## config.mk

```make
export PLATFORM = sky130hd
export DESIGN_NAME = regfile_sb
export DESIGN_NICKNAME = d
export VERILOG_FILES = /design/src/rtl/cpu_pkg.sv /design/src/rtl/reg_scoreboard.sv /design/src/rtl/regfile_sb.sv
export SDC_FILE = /design/constraint.sdc
export NUM_CORES = 2
export LEC_CHECK = 0
export ABC_AREA = 1
export BUFFER_PORTS_ARGS = -buffer_cell sky130_fd_sc_hd__clkbuf_2
export CELL_PAD_IN_SITES_DETAIL_PLACEMENT = 2
export CELL_PAD_IN_SITES_GLOBAL_PLACEMENT = 2
export CORE_ASPECT_RATIO = 0.9
export CORE_MARGIN = 1.5
export CORE_UTILIZATION = 44
export DETAILED_ROUTE_END_ITERATION = 8
export PLACE_DENSITY_LB_ADDON = 0.1
export SKIP_LAST_GASP = 1
export SYNTH_ARGS = -nofsm -noshare
export SYNTH_HDL_FRONTEND = slang
export SYNTH_SLANG_ARGS = --single-unit
```

## constraint.sdc

```tcl
create_clock -name clk -period 6.6 [get_ports clk]
set_clock_uncertainty 0.2 [all_clocks]
set_input_delay 0.33 -clock clk [delete_from_list [all_inputs] [get_ports clk]]
set_output_delay 0.33 -clock clk [all_outputs]
set_load 0.02 [all_outputs]
```

## src/rtl/cpu_pkg.sv

```systemverilog
// Shared integer-pipeline constants: default register width, register count and the
// register-index type used by decode, the register file and the scoreboard.
package cpu_pkg;

    localparam int XLEN  = 64;
    localparam int NREGS = 32;
    localparam int AW    = $clog2(NREGS);

    typedef logic [AW-1:0] reg_idx_t;

endpackage

```

## src/rtl/reg_scoreboard.sv

```systemverilog
// In-flight writer scoreboard: per-register outstanding-write counters, operand
// busy flags, issue gating, idle and sticky underflow error.
module reg_scoreboard #(
    parameter int NREGS        = cpu_pkg::NREGS,
    parameter int NRD          = 2,
    parameter int MAX_INFLIGHT = 3,
    localparam int AW          = $clog2(NREGS)
) (
    input  logic              clk,
    input  logic              reset,
    input  logic [NRD*AW-1:0] rd_addr,
    output logic [NRD-1:0]    rd_busy,
    input  logic              iss_valid,
    input  logic [NRD-1:0]    iss_use,
    input  logic              iss_wen,
    input  logic [AW-1:0]     iss_rd,
    output logic              iss_ready,
    input  logic              wb_valid,
    input  logic [AW-1:0]     wb_rd,
    input  logic              cancel_valid,
    input  logic [AW-1:0]     cancel_rd,
    output logic              idle,
    output logic              err
);

    localparam int CW = $clog2(MAX_INFLIGHT + 1);

    logic [CW-1:0] cnt     [NREGS];
    logic [CW-1:0] cnt_nxt [NREGS];
    logic          err_q;
    logic          err_set;
    logic          iss_acc;
    logic          hazard;
    logic          room;
    logic [AW-1:0] a_k;
    int            dec_n;
    int            delta;
    int            sum;

    // A source with exactly one writer left is free when that writer retires now.
    always_comb begin
        rd_busy = '0;
        a_k     = '0;
        for (int k = 0; k < NRD; k++) begin
            a_k = rd_addr[k*AW +: AW];
            if (a_k != '0) begin
                if (cnt[a_k] > CW'(1))
                    rd_busy[k] = 1'b1;
                else if (cnt[a_k] == CW'(1) && !(wb_valid && wb_rd == a_k))
                    rd_busy[k] = 1'b1;
            end
        end
    end

    always_comb begin
        hazard = |(iss_use & rd_busy);
        dec_n  = 0;
        if (wb_valid && wb_rd == iss_rd)
            dec_n = dec_n + 1;
        if (cancel_valid && cancel_rd == iss_rd)
            dec_n = dec_n + 1;
        room      = (int'(cnt[iss_rd]) - dec_n) < MAX_INFLIGHT;
        iss_ready = !hazard && (!iss_wen || iss_rd == '0 || room);
    end

    assign iss_acc = iss_valid && iss_ready;

    // Same-edge events on one register sum; a negative result clamps and flags err.
    always_comb begin
        err_set    = 1'b0;
        delta      = 0;
        sum        = 0;
        cnt_nxt[0] = '0;
        for (int r = 1; r < NREGS; r++) begin
            delta = 0;
            if (iss_acc && iss_wen && iss_rd == AW'(r))
                delta = delta + 1;
            if (wb_valid && wb_rd == AW'(r))
                delta = delta - 1;
            if (cancel_valid && cancel_rd == AW'(r))
                delta = delta - 1;
            sum = int'(cnt[r]) + delta;
            if (sum < 0) begin
                cnt_nxt[r] = '0;
                err_set    = 1'b1;
            end else begin
                cnt_nxt[r] = CW'(sum);
            end
        end
    end

    always_ff @(posedge clk) begin
        if (reset) begin
            for (int r = 0; r < NREGS; r++)
                cnt[r] <= '0;
            err_q <= 1'b0;
        end else begin
            for (int r = 0; r < NREGS; r++)
                cnt[r] <= cnt_nxt[r];
            if (err_set)
                err_q <= 1'b1;
        end
    end

    always_comb begin
        idle = 1'b1;
        for (int r = 0; r < NREGS; r++)
            if (cnt[r] != '0)
                idle = 1'b0;
    end

    assign err = err_q;

endmodule

```

## src/rtl/regfile_sb.sv

```systemverilog
// Integer register file with write-back bypass on every read port; outstanding-writer
// tracking and issue gating live in reg_scoreboard.
module regfile_sb #(
    parameter int XLEN         = cpu_pkg::XLEN,
    parameter int NREGS        = cpu_pkg::NREGS,
    parameter int NRD          = 2,
    parameter int MAX_INFLIGHT = 3,
    parameter int INIT_IDX     = 0,
    localparam int AW          = $clog2(NREGS)
) (
    input  logic                clk,
    input  logic                reset,
    input  logic [NRD*AW-1:0]   rd_addr,
    output logic [NRD*XLEN-1:0] rd_data,
    output logic [NRD-1:0]      rd_busy,
    input  logic                iss_valid,
    input  logic [NRD-1:0]      iss_use,
    input  logic                iss_wen,
    input  logic [AW-1:0]       iss_rd,
    output logic                iss_ready,
    input  logic                wb_valid,
    input  logic [AW-1:0]       wb_rd,
    input  logic [XLEN-1:0]     wb_data,
    input  logic                cancel_valid,
    input  logic [AW-1:0]       cancel_rd,
    output logic                idle,
    output logic                err
);

    logic [XLEN-1:0] regs [NREGS];
    logic [AW-1:0]   a_k;

    // A write-back coinciding with reset is dropped along with the reservations.
    always_ff @(posedge clk) begin
        if (reset) begin
            for (int i = 0; i < NREGS; i++)
                regs[i] <= (INIT_IDX != 0) ? XLEN'(i) : '0;
        end else if (wb_valid && wb_rd != '0) begin
            regs[wb_rd] <= wb_data;
        end
    end

    always_comb begin
        rd_data = '0;
        a_k     = '0;
        for (int k = 0; k < NRD; k++) begin
            a_k = rd_addr[k*AW +: AW];
            if (a_k == '0)
                rd_data[k*XLEN +: XLEN] = '0;
            else if (wb_valid && wb_rd == a_k)
                rd_data[k*XLEN +: XLEN] = wb_data;
            else
                rd_data[k*XLEN +: XLEN] = regs[a_k];
        end
    end

    reg_scoreboard #(
        .NREGS        (NREGS),
        .NRD          (NRD),
        .MAX_INFLIGHT (MAX_INFLIGHT)
    ) u_scoreboard (
        .clk          (clk),
        .reset        (reset),
        .rd_addr      (rd_addr),
        .rd_busy      (rd_busy),
        .iss_valid    (iss_valid),
        .iss_use      (iss_use),
        .iss_wen      (iss_wen),
        .iss_rd       (iss_rd),
        .iss_ready    (iss_ready),
        .wb_valid     (wb_valid),
        .wb_rd        (wb_rd),
        .cancel_valid (cancel_valid),
        .cancel_rd    (cancel_rd),
        .idle         (idle),
        .err          (err)
    );

endmodule

```

==> impl_metrics.toml <==
[worst_setup_path]
endpoint = "rd_data[110]"
r2r_setup_slack_ps = 1330
crit_fanout = 79
reg2reg_depth = 23
cp.required_ps = 6070
r2r_start = "u_scoreboard.cnt[3][0]$_SDFF_PP0_"
crit_start = "rd_addr[5]"
crit_type = "in -> out"
cp-start-kind = "primary input"
cp-end-kind = "output port"
r2r_end = "u_scoreboard.err$_SDFFE_PP0P_"
crit_arrival_ps = 5240

[sta]
tightest_slew_ps = 1520
maxSlewViolCount = 22
hold_violations = 0
maxSlewHeadroom_pct = -1.36
max_freq_mhz = 173
tns_ps = 0
rsz0062_at_grt = "false"
setup_viol = 0
finalCritPeriodShare_pct = 87.4
layout_min_cycle_time_ps = 5770

[cells_and_area]
design_area_um2 = 128000
nNetsFinal = 12957
final_common_cell = "nor2_1"
final_cell_mix = "nor2_1 (2756), edfxtp_1 (2048), o21ai_0 (1393)"
syn2layout_area_growth_pct = 10.1
layout-drive-gt1-share_pct = 7.63

[power_and_ir_drop]
power_leakage_nw = 48.6
power_density_nw_per_um2 = 271
irDropWorstVdd_mv = 0.232

[outcome]
violations = "max-slew violations"
outcome = "finished with violations"

[clock_tree]
cts_sinks = 2111
cts_root_buffer = "clkbuf_16"
clkLatencyLatePin_ps = 940
cts_setup_buffers = 0
cts_max_level = 4
cts_buffer_depth = 4
clk_transition_reported_paths_ps = 60
cts_buffers = 240
cts_tree = "done"

[yosys]
syn_area_per_cell_um2 = 8.89
syn_inst = 13081
synth_top_area_cell = "edfxtp_1"
yosys-top-cells-area = "edfxtp_1 (53%), nor2_1 (8.9%), o21ai_0 (6.0%)"
synth.top_cell.area_share_pct = 52.9
netlist_area_um2 = 116000
async_flop_share_pct = 0
dominantRegCellSynth = "edfxtp_1"
synth_seq_cells = 2111
seq_area_frac_synth_pct = 53.9
synth_edf_count = 2048
yosys_warnings = 0
ys_types = 47

[global_route]
grt_max_degree = 190
antenna_found_initial = 39
grt_pass1_vias = 122767
grt_usage_pct = 49.3
grt_pass1_wl_mm = 938
grt_overflow = 0

[place]
dp_hpwl_mm = 378
place_area_um2 = 120000
portBuffers = 229
gp_congestion = 0.936

[floorplanning]
ios = 230
core_area_um2 = 262000
dieWidth_um = 545
std_cell_rows = 178
start_util_pct = 44.4
chipHeight_um = 491
dieArea_um2 = 268000

[worst_hold_path]
min_path_type = "in -> reg"

[flow_run]
cap_violations = 0

[route]
wl_per_cell_um = 41.3
ant_nets = 0
firstDrtPassIters = 8
num_vias = 119525
drt_iter0_drc = 19374
wirelength_mm = 677
routed_via_density = 7.30
route.detailed.drc = 0
==> synth_stat cells (125+ instances only) <==
cell and instances:
inv_1 1055, nand2_1 1361, ha_1 188, buf_2 405, nor2_1 2757, edfxtp_1 2048, o221ai_1 393, nand3_1 522
o21ai_0 1393, clkbuf_1 674, o2111ai_1 170, o211ai_1 407, o22ai_1 125, a221oi_1 147, a21oi_1 802
==> worst min-delay path by stage <==
stage,start,end,cells after the start
3_3_place_gp,u_scoreboard.cnt[24][0]$_SDFF_PP0_,u_scoreboard.cnt[24][0]$_SDFF_PP0_,3
6_report,wb_data[39],regs[17][39]$_SDFFCE_PN0P_,3
5_1_grt,wb_data[39],regs[27][39]$_SDFFCE_PN0P_,3
2_1_floorplan,reset,u_scoreboard.err$_SDFFE_PP0P_,1
4_1_cts,wb_data[39],regs[5][39]$_SDFFCE_PN0P_,3
3_5_place_dp,u_scoreboard.cnt[24][0]$_SDFF_PP0_,u_scoreboard.cnt[24][0]$_SDFF_PP0_,3
==> worst max-delay path, cell delays in order <==
cell and delay, ps:
buf_8 390, inv_8 290, nor2_4 800, buf_12 520, buf_4 660, a22oi_1 140, o21ai_0 140, nand2_1 80
nand3_1 70, nand3_1 100, nand2_1 80, nand3_1 360, a21oi_1 720, clkbuf_2 290
==> metrics by stage <==
step | utilization [%] | power (W) | setup WS, ps | instances | hold WS, ps
2_1_floorplan | - | 0.0185 | 2270 | 13144 | 199
3_3_place_gp | 45.9 | 0.0207 | 1110 | 15928 | 451
3_5_place_dp | 45.9 | 0.0210 | 807 | 15928 | 454
4_1_cts | 48.8 | 0.0343 | 1240 | 16361 | 43.2
5_1_grt | 48.8 | 0.0352 | 1030 | 16363 | 141
6_report | 48.9 | 0.0348 | 833 | 16381 | 71.7
==> kinds of logic after synthesis <==
family | Yosys count | synth area share, %
and+or+nand+nor | 4824 | 16.5
AOI/OAI and AO/OA | 3566 | 18.9
buffers and inverters | 2326 | 8.16
DFF | 2111 | 53.9
adders and majority gates | 189 | 2.04
xor gates and xnor gates | 64 | 0.482
other | 1 | 0.00322
==> flip-flops by register name, summed over array words and instances (netlist names) <==
signal and count:
regs 2048, u_scoreboard.cnt 62, u_scoreboard.err 1
==> per-layer routing <==
layer	global-route usage (%)	up-vias	share of wire, %
li1	-	45023	-
met1	61.7	60703	35
met2	72.2	10588	42
met3	13.8	3181	14
met4	37.6	30	9.1
met5	0	-	0.030
==> timing repair <==
action	in CTS	in global routing
hold buffers	11	0
gates resized for setup	0	0
endpoints found under the setup margin	0	0
hold endpoints to repair	229	0
==> where the power goes <==
| group | switching (W) | internal (W) | total (W) |
|---|---|---|---|
| clock | 0.00601 | 0.00763 | 0.0136 |
| sequential | 0.000406 | 0.0154 | 0.0158 |
| combinational | 0.00421 | 0.00108 | 0.00529 |
==> cell type report <==
| type | count | area [um2] |
|---|---|---|
| repair buffers | 545 | 4350 |
| clock inverters | 119 | 1120 |
| fillers | 27805 | 134000 |
| diodes | 20 | 50.0 |
| well taps | 3510 | 4390 |
| flip-flops and latches | 2111 | 62800 |
| multi-input cells | 8707 | 44900 |
| clock buffers | 303 | 6400 |
| inverters | 1066 | 4060 |
Power figures use the tool's default switching activity.
